`config.mk`:
```
export PLATFORM = sky130hd
export DESIGN_NAME = uart_cmd_parser
export DESIGN_NICKNAME = d
export VERILOG_FILES = /design/src/rtl/uart_cmd_pkg.sv /design/src/rtl/cmd_frame_buf.sv /design/src/rtl/uart_cmd_parser.sv
export SDC_FILE = /design/constraint.sdc
export NUM_CORES = 1
export LEC_CHECK = 0
export ABC_AREA = 1
export CAP_MARGIN = 20
export CORE_MARGIN = 4
export CORE_UTILIZATION = 58
export CTS_BUF_LIST = sky130_fd_sc_hd__clkbuf_4 sky130_fd_sc_hd__clkbuf_8
export DETAILED_ROUTE_END_ITERATION = 7
export PLACE_DENSITY = 0.77
export SETUP_SLACK_MARGIN = 0.2
export SLEW_MARGIN = 20
export SYNTH_ARGS = -nofsm -noshare
export SYNTH_HDL_FRONTEND = slang
export SYNTH_SLANG_ARGS = --single-unit
```
`constraint.sdc`:
```
create_clock -name i_clk -period 2.7 [get_ports i_clk]
set_clock_uncertainty 0.15 [all_clocks]
set_input_delay 0.27 -clock i_clk [delete_from_list [all_inputs] [get_ports i_clk]]
set_output_delay 0.27 -clock i_clk [all_outputs]
set_load 0.1 [all_outputs]
```
`src/rtl/uart_cmd_pkg.sv`:
```
// Shared definitions for the UART command framing path: header bytes,
// default sizing and the parser state encoding.
package uart_cmd_pkg;

   // Two-byte frame header
   localparam logic [7:0] HEAD0_BYTE = 8'h55;
   localparam logic [7:0] HEAD1_BYTE = 8'hAA;

   // Default payload limit (bytes) and inter-byte timeout (clock cycles)
   localparam int DEF_MAX_LEN = 32;
   localparam int DEF_TIMEOUT = 50000;

   typedef enum logic [2:0] {
      ST_IDLE    = 3'd0,
      ST_HEAD1   = 3'd1,
      ST_TYPE    = 3'd2,
      ST_LEN     = 3'd3,
      ST_PAYLOAD = 3'd4,
      ST_CSUM    = 3'd5,
      ST_OUTPUT  = 3'd6
   } parse_state_t;

   // States past the header: a timeout here discards a partial frame and
   // is reported, whereas a stalled header is dropped quietly.
   function automatic logic is_body_state(input parse_state_t s);
      return (s == ST_TYPE) || (s == ST_LEN) || (s == ST_PAYLOAD) || (s == ST_CSUM);
   endfunction

endpackage

```
`src/rtl/cmd_frame_buf.sv`:
```
// Frame buffer: simple dual-port RAM holding TYPE plus payload bytes.
// One write port, one read port with a registered output.
module cmd_frame_buf #(
   parameter int P_DEPTH  = 33,
   parameter int P_ADDR_W = 6
) (
   input  logic                clk,
   input  logic                wr_en,
   input  logic [P_ADDR_W-1:0] wr_addr,
   input  logic [7:0]          wr_data,
   input  logic                rd_en,
   input  logic [P_ADDR_W-1:0] rd_addr,
   output logic [7:0]          rd_data
);

   logic [7:0] mem [P_DEPTH];

   // Write port: bytes land as they arrive from the parser
   always_ff @(posedge clk) begin
      if (wr_en) begin
         mem[wr_addr] <= wr_data;
      end
   end

   // Registered read port: data is available the cycle after rd_en
   always_ff @(posedge clk) begin
      if (rd_en) begin
         rd_data <= mem[rd_addr];
      end
   end

endmodule

```
`src/rtl/uart_cmd_parser.sv`:
```
// UART command framer: hunts for the 55 AA header, validates length and
// checksum while buffering the frame, then replays TYPE + payload as a
// contiguous packet. Bad, oversized or stalled frames are discarded.
module uart_cmd_parser
   import uart_cmd_pkg::*;
#(
   parameter logic [7:0] P_HEAD0   = HEAD0_BYTE,
   parameter logic [7:0] P_HEAD1   = HEAD1_BYTE,
   parameter int         P_MAX_LEN = DEF_MAX_LEN,
   parameter int         P_TIMEOUT = DEF_TIMEOUT
) (
   input  logic       i_clk,
   input  logic       i_rst,
   input  logic [7:0] i_uart_data,
   input  logic       i_uart_valid,
   output logic [7:0] o_cmd_data,
   output logic [7:0] o_cmd_len,
   output logic       o_cmd_last,
   output logic       o_cmd_valid,
   output logic       o_frame_err
);

   localparam int IDX_W     = (P_MAX_LEN < 1) ? 1 : $clog2(P_MAX_LEN + 1);
   localparam int TMO_W     = ($clog2(P_TIMEOUT + 1) > 16) ? $clog2(P_TIMEOUT + 1) : 16;
   localparam int BUF_DEPTH = P_MAX_LEN + 1;

   localparam logic [7:0]       MAX_LEN_B = 8'(P_MAX_LEN);
   localparam logic [TMO_W-1:0] TMO_LAST  = TMO_W'(P_TIMEOUT - 1);

   parse_state_t     state_reg, state_next;
   logic [IDX_W-1:0] idx_reg, idx_next;
   logic [7:0]       len_reg, len_next;
   logic [7:0]       csum_reg, csum_next;
   logic [TMO_W-1:0] tmo_cnt_reg, tmo_cnt_next;

   logic [7:0]       cmd_data_next;
   logic [7:0]       cmd_len_next;
   logic             cmd_last_next;
   logic             cmd_valid_next;
   logic             frame_err_next;

   logic             buf_wr_en;
   logic [IDX_W-1:0] buf_wr_addr;
   logic             buf_rd_en;
   logic [IDX_W-1:0] buf_rd_addr;
   logic [7:0]       buf_rd_data;

   logic             tmo_hit;
   logic             idx_at_len;
   logic             payload_done;
   logic             csum_ok;
   logic             len_too_big;

   // idx_reg is the last buffer slot written while receiving, and the slot
   // being presented while replaying the packet.
   assign tmo_hit      = !i_uart_valid && (tmo_cnt_reg == TMO_LAST);
   assign idx_at_len   = (8'(idx_reg) == len_reg);
   assign payload_done = ((8'(idx_reg) + 8'd1) == len_reg);
   assign csum_ok      = (i_uart_data == csum_reg);
   assign len_too_big  = (i_uart_data > MAX_LEN_B);

   cmd_frame_buf #(
      .P_DEPTH  (BUF_DEPTH),
      .P_ADDR_W (IDX_W)
   ) u_frame_buf (
      .clk     (i_clk),
      .wr_en   (buf_wr_en),
      .wr_addr (buf_wr_addr),
      .wr_data (i_uart_data),
      .rd_en   (buf_rd_en),
      .rd_addr (buf_rd_addr),
      .rd_data (buf_rd_data)
   );

   // Parser state register
   always_ff @(posedge i_clk or posedge i_rst) begin
      if (i_rst) begin
         state_reg <= ST_IDLE;
      end else begin
         state_reg <= state_next;
      end
   end

   // Next-state: byte-driven transitions, plus timeout and packet replay
   always_comb begin
      state_next = state_reg;
      case (state_reg)
         ST_IDLE: begin
            if (i_uart_valid && (i_uart_data == P_HEAD0)) begin
               state_next = ST_HEAD1;
            end
         end
         ST_HEAD1: begin
            if (i_uart_valid) begin
               if (i_uart_data == P_HEAD1) begin
                  state_next = ST_TYPE;
               end else if (i_uart_data != P_HEAD0) begin
                  state_next = ST_IDLE;
               end
            end else if (tmo_hit) begin
               state_next = ST_IDLE;
            end
         end
         ST_TYPE: begin
            if (i_uart_valid) begin
               state_next = ST_LEN;
            end else if (tmo_hit) begin
               state_next = ST_IDLE;
            end
         end
         ST_LEN: begin
            if (i_uart_valid) begin
               if (len_too_big) begin
                  state_next = ST_IDLE;
               end else if (i_uart_data == 8'd0) begin
                  state_next = ST_CSUM;
               end else begin
                  state_next = ST_PAYLOAD;
               end
            end else if (tmo_hit) begin
               state_next = ST_IDLE;
            end
         end
         ST_PAYLOAD: begin
            if (i_uart_valid) begin
               if (payload_done) begin
                  state_next = ST_CSUM;
               end
            end else if (tmo_hit) begin
               state_next = ST_IDLE;
            end
         end
         ST_CSUM: begin
            if (i_uart_valid) begin
               state_next = csum_ok ? ST_OUTPUT : ST_IDLE;
            end else if (tmo_hit) begin
               state_next = ST_IDLE;
            end
         end
         ST_OUTPUT: begin
            if (idx_at_len) begin
               state_next = ST_IDLE;
            end
         end
         default: state_next = ST_IDLE;
      endcase
   end

   // Datapath and output next values: buffer access, checksum, timeout, packet
   always_comb begin
      idx_next       = idx_reg;
      len_next       = len_reg;
      csum_next      = csum_reg;
      buf_wr_en      = 1'b0;
      buf_wr_addr    = idx_reg + IDX_W'(1);
      buf_rd_en      = 1'b0;
      buf_rd_addr    = '0;
      cmd_data_next  = 8'd0;
      cmd_len_next   = 8'd0;
      cmd_last_next  = 1'b0;
      cmd_valid_next = 1'b0;
      frame_err_next = 1'b0;

      // The timeout counter only runs while a frame is being received
      if (i_uart_valid || (state_reg == ST_IDLE) || (state_reg == ST_OUTPUT) ||
          (state_next == ST_IDLE)) begin
         tmo_cnt_next = '0;
      end else begin
         tmo_cnt_next = tmo_cnt_reg + TMO_W'(1);
      end

      if (tmo_hit && is_body_state(state_reg)) begin
         frame_err_next = 1'b1;
      end

      case (state_reg)
         ST_TYPE: begin
            if (i_uart_valid) begin
               buf_wr_en   = 1'b1;
               buf_wr_addr = '0;
               csum_next   = i_uart_data;
               idx_next    = '0;
            end
         end
         ST_LEN: begin
            if (i_uart_valid) begin
               len_next  = i_uart_data;
               csum_next = csum_reg + i_uart_data;
               if (len_too_big) begin
                  frame_err_next = 1'b1;
               end
            end
         end
         ST_PAYLOAD: begin
            if (i_uart_valid) begin
               buf_wr_en = 1'b1;
               csum_next = csum_reg + i_uart_data;
               idx_next  = idx_reg + IDX_W'(1);
            end
         end
         ST_CSUM: begin
            if (i_uart_valid) begin
               if (csum_ok) begin
                  // Prefetch slot 0 so the packet starts right after OUTPUT begins
                  buf_rd_en = 1'b1;
                  idx_next  = '0;
               end else begin
                  frame_err_next = 1'b1;
               end
            end
         end
         ST_OUTPUT: begin
            cmd_valid_next = 1'b1;
            cmd_data_next  = buf_rd_data;
            cmd_len_next   = len_reg + 8'd1;
            cmd_last_next  = idx_at_len;
            if (!idx_at_len) begin
               buf_rd_en   = 1'b1;
               buf_rd_addr = idx_reg + IDX_W'(1);
               idx_next    = idx_reg + IDX_W'(1);
            end
            // No backpressure upstream: bytes arriving now are lost
            if (i_uart_valid) begin
               frame_err_next = 1'b1;
            end
         end
         default: ;
      endcase
   end

   // Datapath and output registers
   always_ff @(posedge i_clk or posedge i_rst) begin
      if (i_rst) begin
         idx_reg     <= '0;
         len_reg     <= 8'd0;
         csum_reg    <= 8'd0;
         tmo_cnt_reg <= '0;
         o_cmd_data  <= 8'd0;
         o_cmd_len   <= 8'd0;
         o_cmd_last  <= 1'b0;
         o_cmd_valid <= 1'b0;
         o_frame_err <= 1'b0;
      end else begin
         idx_reg     <= idx_next;
         len_reg     <= len_next;
         csum_reg    <= csum_next;
         tmo_cnt_reg <= tmo_cnt_next;
         o_cmd_data  <= cmd_data_next;
         o_cmd_len   <= cmd_len_next;
         o_cmd_last  <= cmd_last_next;
         o_cmd_valid <= cmd_valid_next;
         o_frame_err <= frame_err_next;
      end
   end

endmodule
```
# Yosys cells after proc, flatten, opt, wreduce, memory -nomap -nowiden
# Memories as Yosys holds them, arrays and structs flattened. A register that Yosys moved wholly into a read port is not among the register bits.
# Cells that the tools add are included.
[op_classes]
eq_ne = 19
mux = 48
reduce_logical = 20
div = 0
bitwise_logic = 0
magnitude_cmp = 1
n_addsub = 5
shifts = 0
n_mul = 0
[op_table]
columns = ["cell", "count"]
rows = [
  ["$mux 6", 9],
  ["$mux 3", 13],
  ["$mux 8", 4],
  ["$pmux 6 s4", 1],
  ["$pmux 3 s7", 1],
  ["$add 16x1->16 const B", 1],
  ["$eq 16x16->1 const B", 1],
  ["$mux 1", 16],
  ["$mux 16", 1],
  ["$pmux 8 s2", 1],
  ["$ne 2x2->1 const B", 5],
  ["$eq 3x3->1 const B", 3],
  ["$add 8x1->8 const B", 1],
  ["$add 8x8->8", 1],
  ["$eq 6x8->1", 1],
  ["$eq 7x8->1", 1],
  ["$eq 8x7->1 const B", 1],
  ["$eq 8x8->1", 1],
  ["$eq 8x8->1 const B", 1],
  ["$gt 8x6->1 const B", 1],
  ["$logic_not 8->1", 1],
  ["$ne 8x7->1 const B", 1],
  ["$add 6x1->7 const B", 1],
  ["$add 6x1->6 const B", 1],
  ["other kinds (15)", 25],
]
[totals]
inputBits = 11
latchBits = 0
reg_bits = 60
romBits = 0
mem_bits_rw = 264
memories = 1
word_cells = 104
[mem_list]
columns = ["name", "depth", "width", "rd", "rd_clocked_by_memory_dff", "write_ports", "line_no", "source"]
rows = [
  ["u_frame_buf.mem", 33, 8, 1, 1, 1, "cmd_frame_buf.sv:16", "logic [7:0] mem [P_DEPTH];"],
]

# Longest topological paths before layout
# Gate-level depths: netlist (run 1).
[depth]
ltp_word = 9
depth_mapped = 16
mapped_depth_nobuf = 15

# Cells and area by module
# A second synthesis (run 1) with hierarchy kept.
[hier_totals]
hier_cells = 1433
hier_area_um2 = 14764.2
[modules_own_cells]
columns = ["mod", "cells_per_inst", "n_inst", "area_per_inst_um2"]
rows = [
  ["cmd_frame_buf", 937, 1, 11158.2],
  ["uart_cmd_parser", 496, 1, 3606.0],
]

# Worst setup path after synthesis (run 1)
# OpenSTA, ideal clock, no wires.
[synth_timing]
path_kind = "reg2reg"
from = "register state_reg[1]"
to = "memory u_frame_buf.mem[32][0], enable pin"
required_ns = 2.155
slack_ns = 0.063
t_arrival_ns = 2.093
stages_incl_launch_ff = 11
path_cell_list = "dfrtp_1 -> inv_2 -> nor2_2 -> inv_2 -> nor2_1 -> inv_1 -> nor2_1 -> inv_1 -> nand2_1 -> nand2_1 -> nor4_1"
[synth_between]
elab_chain_cells = 5
[synth_lines]
columns = ["item", "line_no", "source"]
rows = [
  ["start: declaration", "uart_cmd_parser.sv:30", "parse_state_t state_reg, state_next;"],
  ["start signal: assignment", "uart_cmd_parser.sv:80", "state_reg <= state_next;"],
  ["$eq 3x2->1 or $eq 3x3->1 (tied branches)", "uart_cmd_parser.sv:176", "case (state_reg)"],
  ["$reduce_or 2->1 (no source line)", "--", ""],
  ["$mux 1", "--", ""],
  ["$mux 1", "cmd_frame_buf.sv:20", "if (wr_en) begin"],
  ["$mux 1 (not written as such)", "cmd_frame_buf.sv:21", "mem[wr_addr] <= wr_data;"],
  ["end: declaration", "cmd_frame_buf.sv:16", ""],
]
# Several ways; a longest one is shown, not always the timed one.

# Worst setup path after layout (run 1)
[layout_timing]
from = "register len_reg[4]"
to = "register u_frame_buf.rd_data[5], read port of u_frame_buf.mem, data pin"
[layout_between]
elab_chain_cells = 3
[layout_lines]
columns = ["item", "line_no", "source"]
rows = [
  ["start: declaration", "uart_cmd_parser.sv:32", "logic [7:0] len_reg, len_next;"],
  ["start signal: assignment", "uart_cmd_parser.sv:245", "len_reg <= len_next;"],
  ["$eq 6x8->1 (*)", "uart_cmd_parser.sv:57", "assign idx_at_len = (8'(idx_reg) == len_reg);"],
  ["$mux 1 or $mux 6 (tied branches)", "uart_cmd_parser.sv:217", "if (!idx_at_len) begin"],
  ["$pmux 1 s2 or $mux 6 (tied branches)", "uart_cmd_parser.sv:176", ""],
  ["end: declaration", "cmd_frame_buf.sv:13", "output logic [7:0] rd_data"],
]
# Every way passes the cells marked *; elsewhere a longest branch is shown, timed or not.
# A chain may end at the register's enable or synchronous reset.

==> results of run 1 <==
## synthesized netlist by cell type, drive strengths merged
cell type,number,area share [%]
xor2,12,0.73
nand4,105,4.2
o22ai,7,0.28
o21bai,3,0.15
a211oi,2,0.097
nand3b,1,0.049
nand3,237,7.8
xnor2,6,0.34
dfrtp,60,9.7
nor2,193,5.0
o21ai,60,2.0
edfxtp,272,53
nor3,12,0.53
o211ai,3,0.15
clkbuf,22,0.53
ha,10,0.81
a21oi,10,0.32
a31oi,2,0.081
mux2i,1,0.065
o221ai,2,0.11
fa,1,0.13
nor4,4,0.16
o21a,2,0.097
buf,55,2.0
nand2,188,4.6
or2,26,1.1
a21boi,2,0.097
inv,250,6.1
clkinv,1,0.024
## repair_timing
action,4_1_cts,5_1_grt
cloned,10,14
resized for setup,24,193
hold buffers,2,0
endpoints found under the setup margin,246,289
hold endpoints to repair,10,0
pin swaps,9,56
setup buffers,19,34
## worst paths after layout
path	slack (ns)	depth (start not counted)	startpoint	to
worst max-delay path	-0.03	17	len_reg[4]$_DFFE_PP0P_	u_frame_buf.rd_data[5]$_DFFE_PP_
worst min register to register	0.34	2	csum_reg[4]$_DFFE_PP0P_	csum_reg[4]$_DFFE_PP0P_
worst max register to register	-0.03	17	len_reg[4]$_DFFE_PP0P_	u_frame_buf.rd_data[5]$_DFFE_PP_
worst min-delay path	0.31	3	i_uart_data[7]	len_reg[7]$_DFFE_PP0P_
min in group asynchronous	0.35	3	i_rst	o_cmd_data[1]$_DFF_PP0_
max in group asynchronous	1.49	4	i_rst	state_reg[2]$_DFF_PP0_
## kinds of logic (layout without fill, tap and decap cells)
| group | Yosys count | count (layout) | synth area share [%] |
|---|---|---|---|
| simple gates | 766 | 766 | 23.5 |
| flops | 332 | 332 | 62.5 |
| buf+inv | 328 | 559 | 8.62 |
| compound gates | 93 | 93 | 3.39 |
| xor+xnor | 18 | 18 | 1.07 |
| fa+ha+maj | 11 | 11 | 0.937 |
| mux | 1 | 1 | 0.0647 |
## where the power goes
| group | internal [W] | switching (W) |
|---|---|---|
| Clock | 0.00233 | 0.00204 |
| Sequential | 0.00555 | 0.00000416 |
| Combinational | 0.0000711 | 0.000169 |
## metal layers
metal,global-route usage [%],vias to the layer above
met5,0,-
met4,14.4,0
met3,4.80,349
met2,47.2,1119
met1,36.4,6243
li1,-,5650
## worst reg2reg max path: cells and delay by family, from the launching register on
kind                   cells  cell delay [ns]
AND/OR/NAND/NOR           12             1.28
AO/OA/AOI/OAI              1             0.10
buffers and inverters      4             0.58
flip-flops                 1             0.40
## final cells by class
| cell class | count | area, um^2 | area share (%) |
|---|---|---|---|
| clock buffers | 81 | 990 | 5.00 |
| clock inverters | 12 | 65.1 | 0.329 |
| inverters | 251 | 957 | 4.84 |
| multi-input cells | 889 | 5240 | 26.5 |
| flip-flops and latches | 332 | 9670 | 48.9 |
| well taps | 335 | 419 | 2.12 |
| repair buffers | 215 | 2450 | 12.4 |
## stage by stage
step	area (um^2)	setup TNS, ns	hold WS [ns]
after detailed placement	16800	-3.48	0.310
after floorplan	15500	0	0.219
after CTS	18400	0	0.302
after global routing	19800	-0.281	0.349
after global placement	16800	-1.54	0.296
final	19800	-0.0809	0.310
==> tab_implementation.tex, run 1 <==
\begin{tabular}{lr}
\hline
Metric & Value \\
\hline
\multicolumn{2}{l}{\textbf{Finish}} \\
Commonest cells after routing, fill and taps aside & sky130\_fd\_sc\_hd\_\_edfxtp\_1, sky130\_fd\_sc\_hd\_\_inv\_1, sky130\_fd\_sc\_hd\_\_nand3\_1 \\
Share of post-route cells with drive strength above 1 & 28.5\% \\
Number of diodes added for antenna fixing & 0 \\
Max reg flops & 264 \\
Finished Layout Cells & 2115 \\
Util after Layout & 75.8\% \\
Area overhead of the layout relative to synthesis & 27.9\% \\
Count of fill cells added during filler insertion & 1522 \\
Commonest non-fill, non-tap cell in the layout & sky130\_fd\_sc\_hd\_\_edfxtp\_1 \\
\# nets final & 1763 \\
\multicolumn{2}{l}{\textbf{Critical path}} \\
Critical path buffer and inverter count & 4 \\
Worst Path Max Fanout & 6 \\
Cell type group with the largest total delay on the critical path & simple AND/OR/NAND/NOR gates \\
Type of the setup path with the least slack & reg -> reg \\
Critical-path top delay cell & sky130\_fd\_sc\_hd\_\_dfrtp\_1 \\
Worst setup SP type & register \\
Crit end category & register \\
Most frequent cell on the critical path & sky130\_fd\_sc\_hd\_\_nor2\_2 \\
Data required time at the worst endpoint & 2.93 ns \\
Maximum cell stage delay along the critical path & 0.40 ns \\
Ordered cell list for the critical path & inv\_2 -> nor2\_2 -> nor2\_2 -> nand2\_1 -> nor2\_2 -> nand2\_4 -> buf\_16 -> nand3\_4 -> buf\_6 -> clkbuf\_16 -> nor2\_1 -> o21ai\_1 -> nand3\_1 -> nand3\_2 -> nand3\_2 -> nand3\_1 -> nand2\_1 \\
Arrival time of the worst setup path & 2.95 ns \\
\multicolumn{2}{l}{\textbf{Routing}} \\
Sum of routed wire segments on met1 & 16500 um \\
Detailed-route DRC error count & 1 \\
Top layer used by detailed routing & met4 \\
Number of vias in the routed layout & 13.4k \\
Met2 wire length & 23300 um \\
Drt wl/cell & 23.5 um \\
Total iterations of the first detailed-routing run & 8 \\
DR iter-0 viols & 2084 \\
Average via count per standard cell & 6.32 \\
Detailed-routed wire length on met3 & 5870 um \\
Remaining antenna violation count & 0 \\
Total Wirelength & 49600 um \\
\multicolumn{2}{l}{\textbf{Global routing}} \\
GRT overflow & 0 \\
Number of antenna violations at the first check in global routing & 0 \\
All-layer global routing usage & 28.4\% \\
Global-route wire length before repair & 64500 um \\
Maximum number of pins on one net before global-route repair & 61 \\
Number of global-route vias before repair & 12.0k \\
\multicolumn{2}{l}{\textbf{Die}} \\
Die H & 171 um \\
Core box area & 26100 um\^{}2 \\
Cell row count & 59 \\
Die area & 29400 um\^{}2 \\
Starting Density & 59.2\% \\
Number of ports placed on the die boundary & 30 \\
Horizontal extent of the die & 171 um \\
\multicolumn{2}{l}{\textbf{STA}} \\
Max\_slew headroom & 63.9\% \\
Fraction of the cycle the final worst path needs & 101\% \\
Setup violations, final & 4 \\
Number of pins exceeding their max-slew limit in the final report & 0 \\
Final Hold Vio Count & 0 \\
Final period demand of the worst path & 2.73 ns \\
Unrepaired setup endpoints after global routing & true \\
Fin worst setup slack & -0.0264 ns \\
Fmax & 367 MHz \\
Transition time of the tightest slew-check pin & 0.542 ns \\
\multicolumn{2}{l}{\textbf{Clock network}} \\
Max clock buf depth & 3 \\
Clock root cell & sky130\_fd\_sc\_hd\_\_clkbuf\_8 \\
Sinks on the clock net & 332 \\
Worst-path clk slew & 0.07 ns \\
Clock latency on the worst-skew pair & 0.61 ns \\
CTS tree & yes \\
Number of levels the H-tree was split into & 2 \\
Total clock buffers created by CTS & 52 \\
\multicolumn{2}{l}{\textbf{Logic synthesis}} \\
FF+latch count, synth & 332 \\
Syn Inst Count & 1549 \\
Count of unique library cells instantiated by Yosys & 44 \\
Mean area per synthesized cell & 10.0 um\^{}2 \\
Sequential-to-total area share from yosys stat & 62.5\% \\
Yosys warns & 0 \\
Summed instance area of the synthesized netlist & 15500 um\^{}2 \\
Syn Nets & 1571 \\
\multicolumn{2}{l}{\textbf{Placed design}} \\
Port Buffer Count & 29 \\
Detail Placement HPWL & 24100 um \\
Placement-stage worst setup slack & -0.164 ns \\
Final weighted congestion in routability-driven placement & 0.940 \\
Count of placed standard cells including taps & 1944 \\
\multicolumn{2}{l}{\textbf{Power and ir drop}} \\
Cell leakage power & 8.61 nW \\
Power Dens Cells & 513 nW/um\^{}2 \\
Power consumption & 0.0102 W \\
Max rail drop VDD & 0.366 mV \\
\multicolumn{2}{l}{\textbf{Hold path}} \\
Min-delay worst type & in -> reg \\
\multicolumn{2}{l}{\textbf{Run}} \\
Number of max-cap violations & 0 \\
\multicolumn{2}{l}{\textbf{Run status}} \\
Violations in the final reports & design-rule violations, negative setup slack \\
Status & finished, violations left \\
\hline
\end{tabular}
Power figures use the tool's default switching activity.
==> run 2, diff against run 1 <==
--- a/config.mk
+++ b/config.mk
@@ -6,12 +6,14 @@
 export NUM_CORES = 1
 export LEC_CHECK = 0
 export ABC_AREA = 1
+export ABC_CLOCK_PERIOD_IN_PS = 2700
 export CAP_MARGIN = 20
 export CORE_MARGIN = 4
 export CORE_UTILIZATION = 58
 export CTS_BUF_LIST = sky130_fd_sc_hd__clkbuf_4 sky130_fd_sc_hd__clkbuf_8
 export DETAILED_ROUTE_END_ITERATION = 7
 export PLACE_DENSITY = 0.77
+export REMOVE_ABC_BUFFERS = 1
 export SETUP_SLACK_MARGIN = 0.2
 export SLEW_MARGIN = 20
 export SYNTH_ARGS = -nofsm -noshare
==> run 2 against run 1 <==
The run now ends clean. First-iteration DRC count is 27% lower. Sequential share of layout area increased by 1.7 points. Core utilization decreased by 2.5 points. Combinational power increased by 2%. Power decreased by 2.6%. Clock power is 6.2% lower.
==> tab_implementation.tex, run 2 (synthesized netlist as in run 1, its figures left out) <==
\begin{tabular}{lr}
\hline
Metric & Value \\
\hline
\multicolumn{2}{l}{\textbf{Die}} \\
Die area & 29400 um\^{}2 (unchanged) \\
Starting Density & 59.2\% (unchanged) \\
Die H & 171 um (unchanged) \\
Horizontal extent of the die & 171 um (unchanged) \\
Core box area & 26100 um\^{}2 (unchanged) \\
Cell row count & 59 (unchanged) \\
Number of ports placed on the die boundary & 30 (unchanged) \\
\multicolumn{2}{l}{\textbf{Placed design}} \\
Port Buffer Count & 29 (unchanged) \\
Final weighted congestion in routability-driven placement & 0.888 (-5.6\%) \\
Placement-stage worst setup slack & -0.256 ns (-0.0918 ns) \\
Detail Placement HPWL & 25100 um (+4.0\%) \\
\multicolumn{2}{l}{\textbf{Routing}} \\
DR iter-0 viols & 1511 (-27\%) \\
Total Wirelength & 43800 um (-12\%) \\
Total iterations of the first detailed-routing run & 6 (-2) \\
Drt wl/cell & 20.9 um (-11\%) \\
Average via count per standard cell & 5.92 (-6.3\%) \\
Number of vias in the routed layout & 12.4k (-7.0\%) \\
Detailed-route DRC error count & 0 (-1) \\
Remaining antenna violation count & 0 (unchanged) \\
\multicolumn{2}{l}{\textbf{STA}} \\
Setup violations, final & 0 (-4) \\
Fraction of the cycle the final worst path needs & 96.8\% (-4.2 points) \\
Transition time of the tightest slew-check pin & 0.507 ns (-0.0346 ns) \\
Fin worst setup slack & 0.0874 ns (+0.114 ns) \\
Max\_slew headroom & 66.2\% (+2.3 points) \\
Number of pins exceeding their max-slew limit in the final report & 0 (unchanged) \\
Fmax & 383 MHz (+4.4\%) \\
Final Hold Vio Count & 0 (unchanged) \\
Unrepaired setup endpoints after global routing & true \\
Setup TNS Final & 0 ns (+0.0809 ns) \\
Final period demand of the worst path & 2.61 ns (-0.114 ns) \\
\multicolumn{2}{l}{\textbf{Finish}} \\
Share of post-route cells with drive strength above 1 & 26.2\% (-2.3 points) \\
Count of fill cells added during filler insertion & 1720 (+13\%) \\
\# nets final & 1743 (-1.1\%) \\
Number of diodes added for antenna fixing & 0 (unchanged) \\
Commonest non-fill, non-tap cell in the layout & sky130\_fd\_sc\_hd\_\_edfxtp\_1 \\
Commonest cells after routing, fill and taps aside & sky130\_fd\_sc\_hd\_\_edfxtp\_1, sky130\_fd\_sc\_hd\_\_inv\_1, sky130\_fd\_sc\_hd\_\_nand3\_1 \\
Max reg flops & 264 (unchanged) \\
Area overhead of the layout relative to synthesis & 23.7\% \\
Util after Layout & 73.3\% (-2.5 points) \\
\multicolumn{2}{l}{\textbf{Global routing}} \\
Maximum number of pins on one net before global-route repair & 101 (+66\%) \\
All-layer global routing usage & 27.8\% (-0.62 points) \\
GRT overflow & 0 (unchanged) \\
Global-route wire length before repair & 63600 um (-1.4\%) \\
Number of antenna violations at the first check in global routing & 0 (unchanged) \\
Number of global-route vias before repair & 11.9k (-0.65\%) \\
\multicolumn{2}{l}{\textbf{Run}} \\
Number of max-cap violations & 0 (unchanged) \\
\multicolumn{2}{l}{\textbf{Critical path}} \\
Crit end category & register \\
Worst setup SP type & register \\
Data required time at the worst endpoint & 2.90 ns (-0.03 ns) \\
Worst Path Max Fanout & 6 (unchanged) \\
Critical-path top delay cell & sky130\_fd\_sc\_hd\_\_dfrtp\_2 \\
Ordered cell list for the critical path & inv\_4 -> nand2\_1 -> nand2\_2 -> nand2\_2 -> nor2\_4 -> nand2\_4 -> buf\_12 -> nand3\_4 -> buf\_12 -> buf\_12 -> clkbuf\_16 -> nand2\_1 -> nand3\_1 -> nand3\_1 -> nand3\_1 -> nand3\_2 -> nand3\_2 -> nand2\_2 \\
Maximum cell stage delay along the critical path & 0.44 ns (+0.04 ns) \\
Type of the setup path with the least slack & reg -> reg \\
Arrival time of the worst setup path & 2.81 ns (-0.14 ns) \\
\multicolumn{2}{l}{\textbf{Hold path}} \\
Min-delay worst type & reg -> reg \\
\multicolumn{2}{l}{\textbf{Clock network}} \\
Clock root cell & sky130\_fd\_sc\_hd\_\_clkbuf\_8 \\
CTS tree & yes \\
Number of levels the H-tree was split into & 2 (unchanged) \\
Sinks on the clock net & 332 (unchanged) \\
Worst-path clk slew & 0.07 ns (about the same) \\
Max clock buf depth & 3 (unchanged) \\
Clock latency on the worst-skew pair & 0.59 ns (-0.02 ns) \\
Total clock buffers created by CTS & 51 (-1.9\%) \\
\multicolumn{2}{l}{\textbf{Power and ir drop}} \\
Power consumption & 0.00990 W (-2.6\%) \\
Cell leakage power & 8.23 nW (-4.5\%) \\
Power Dens Cells & 517 nW/um\^{}2 (+0.74\%) \\
Max rail drop VDD & 0.336 mV (-8.2\%) \\
\multicolumn{2}{l}{\textbf{Run status}} \\
Status & complete, no violations \\
\hline
\end{tabular}
-- run 2: cell types whose count changed in the layout (fill, tap and decap cells not counted), sizes merged, moves of 4 or more --
cell / delta
clkbuf: -13
clkinv: +13
bufbuf: -7
buf: -6
inv: -4
-- run 2: report_power, final --
part	switching (W)	leakage [nW]	internal [W]
Combinational	0.000170	4.45	0.0000741
Sequential	0.00000447	3.24	0.00555
Clock	0.00196	0.541	0.00215
-- run 2: critical path, delay by kind of cell, from the launching register on --
family                 cells  cell delay, ns
and+or+nand+nor           13            1.11
buffers and inverters      5            0.68
DFF                        1            0.44
-- run 2: final cells by class --
type	count	area (um^2)	area share (%)
Sequential cell	332	9680	50.5
Multi-Input combinational cell	889	5060	26.4
Timing Repair Buffer	196	2040	10.7
Inverter	251	952	4.97
Clock buffer	74	900	4.70
Tap cell	335	419	2.19
Clock inverter	22	100	0.523
-- run 2: final timing paths --
check / slack (ns) / end / from / depth (start not counted)
max in group asynchronous: 1.38 / idx_reg[0]$_DFFE_PP0P_ / i_rst / 4
min reg2reg: 0.31 / tmo_cnt_reg[0]$_DFF_PP0_ / tmo_cnt_reg[0]$_DFF_PP0_ / 1
max: 0.09 / u_frame_buf.rd_data[2]$_DFFE_PP_ / idx_reg[0]$_DFFE_PP0P_ / 18
max reg2reg: 0.09 / u_frame_buf.rd_data[2]$_DFFE_PP_ / idx_reg[0]$_DFFE_PP0P_ / 18
min: 0.31 / tmo_cnt_reg[0]$_DFF_PP0_ / tmo_cnt_reg[0]$_DFF_PP0_ / 1
min in group asynchronous: 0.40 / o_cmd_data[7]$_DFF_PP0_ / i_rst / 3
-- run 2: metrics by stage --
step / cell area, um^2 / instances / hold slack, ns
after CTS: 18300 / 2075 / 0.311
final: 19100 / 2099 / 0.310
after global placement: 16900 / 1963 / 0.295
after global routing: 19100 / 2099 / 0.338
after detailed placement: 16900 / 1963 / 0.303
after floorplan: 15100 / 1472 / 0.219
-- run 2: what timing repair did --
item	in CTS	in global routing
hold endpoints to repair	13	0
endpoints found under the setup margin	168	302
gates cloned	2	9
resized for setup	31	140
pin swaps	10	29
buffers inserted	13	15
hold buffers	1	0
-- run 2: routing by layer --
layer	up-vias	share of wire, %	track usage (%)
li1	5606	-	-
met1	5910	38	37.1
met2	755	48	46.3
met3	159	9.5	4.62
met4	0	4.6	10.8
met5	-	0	0
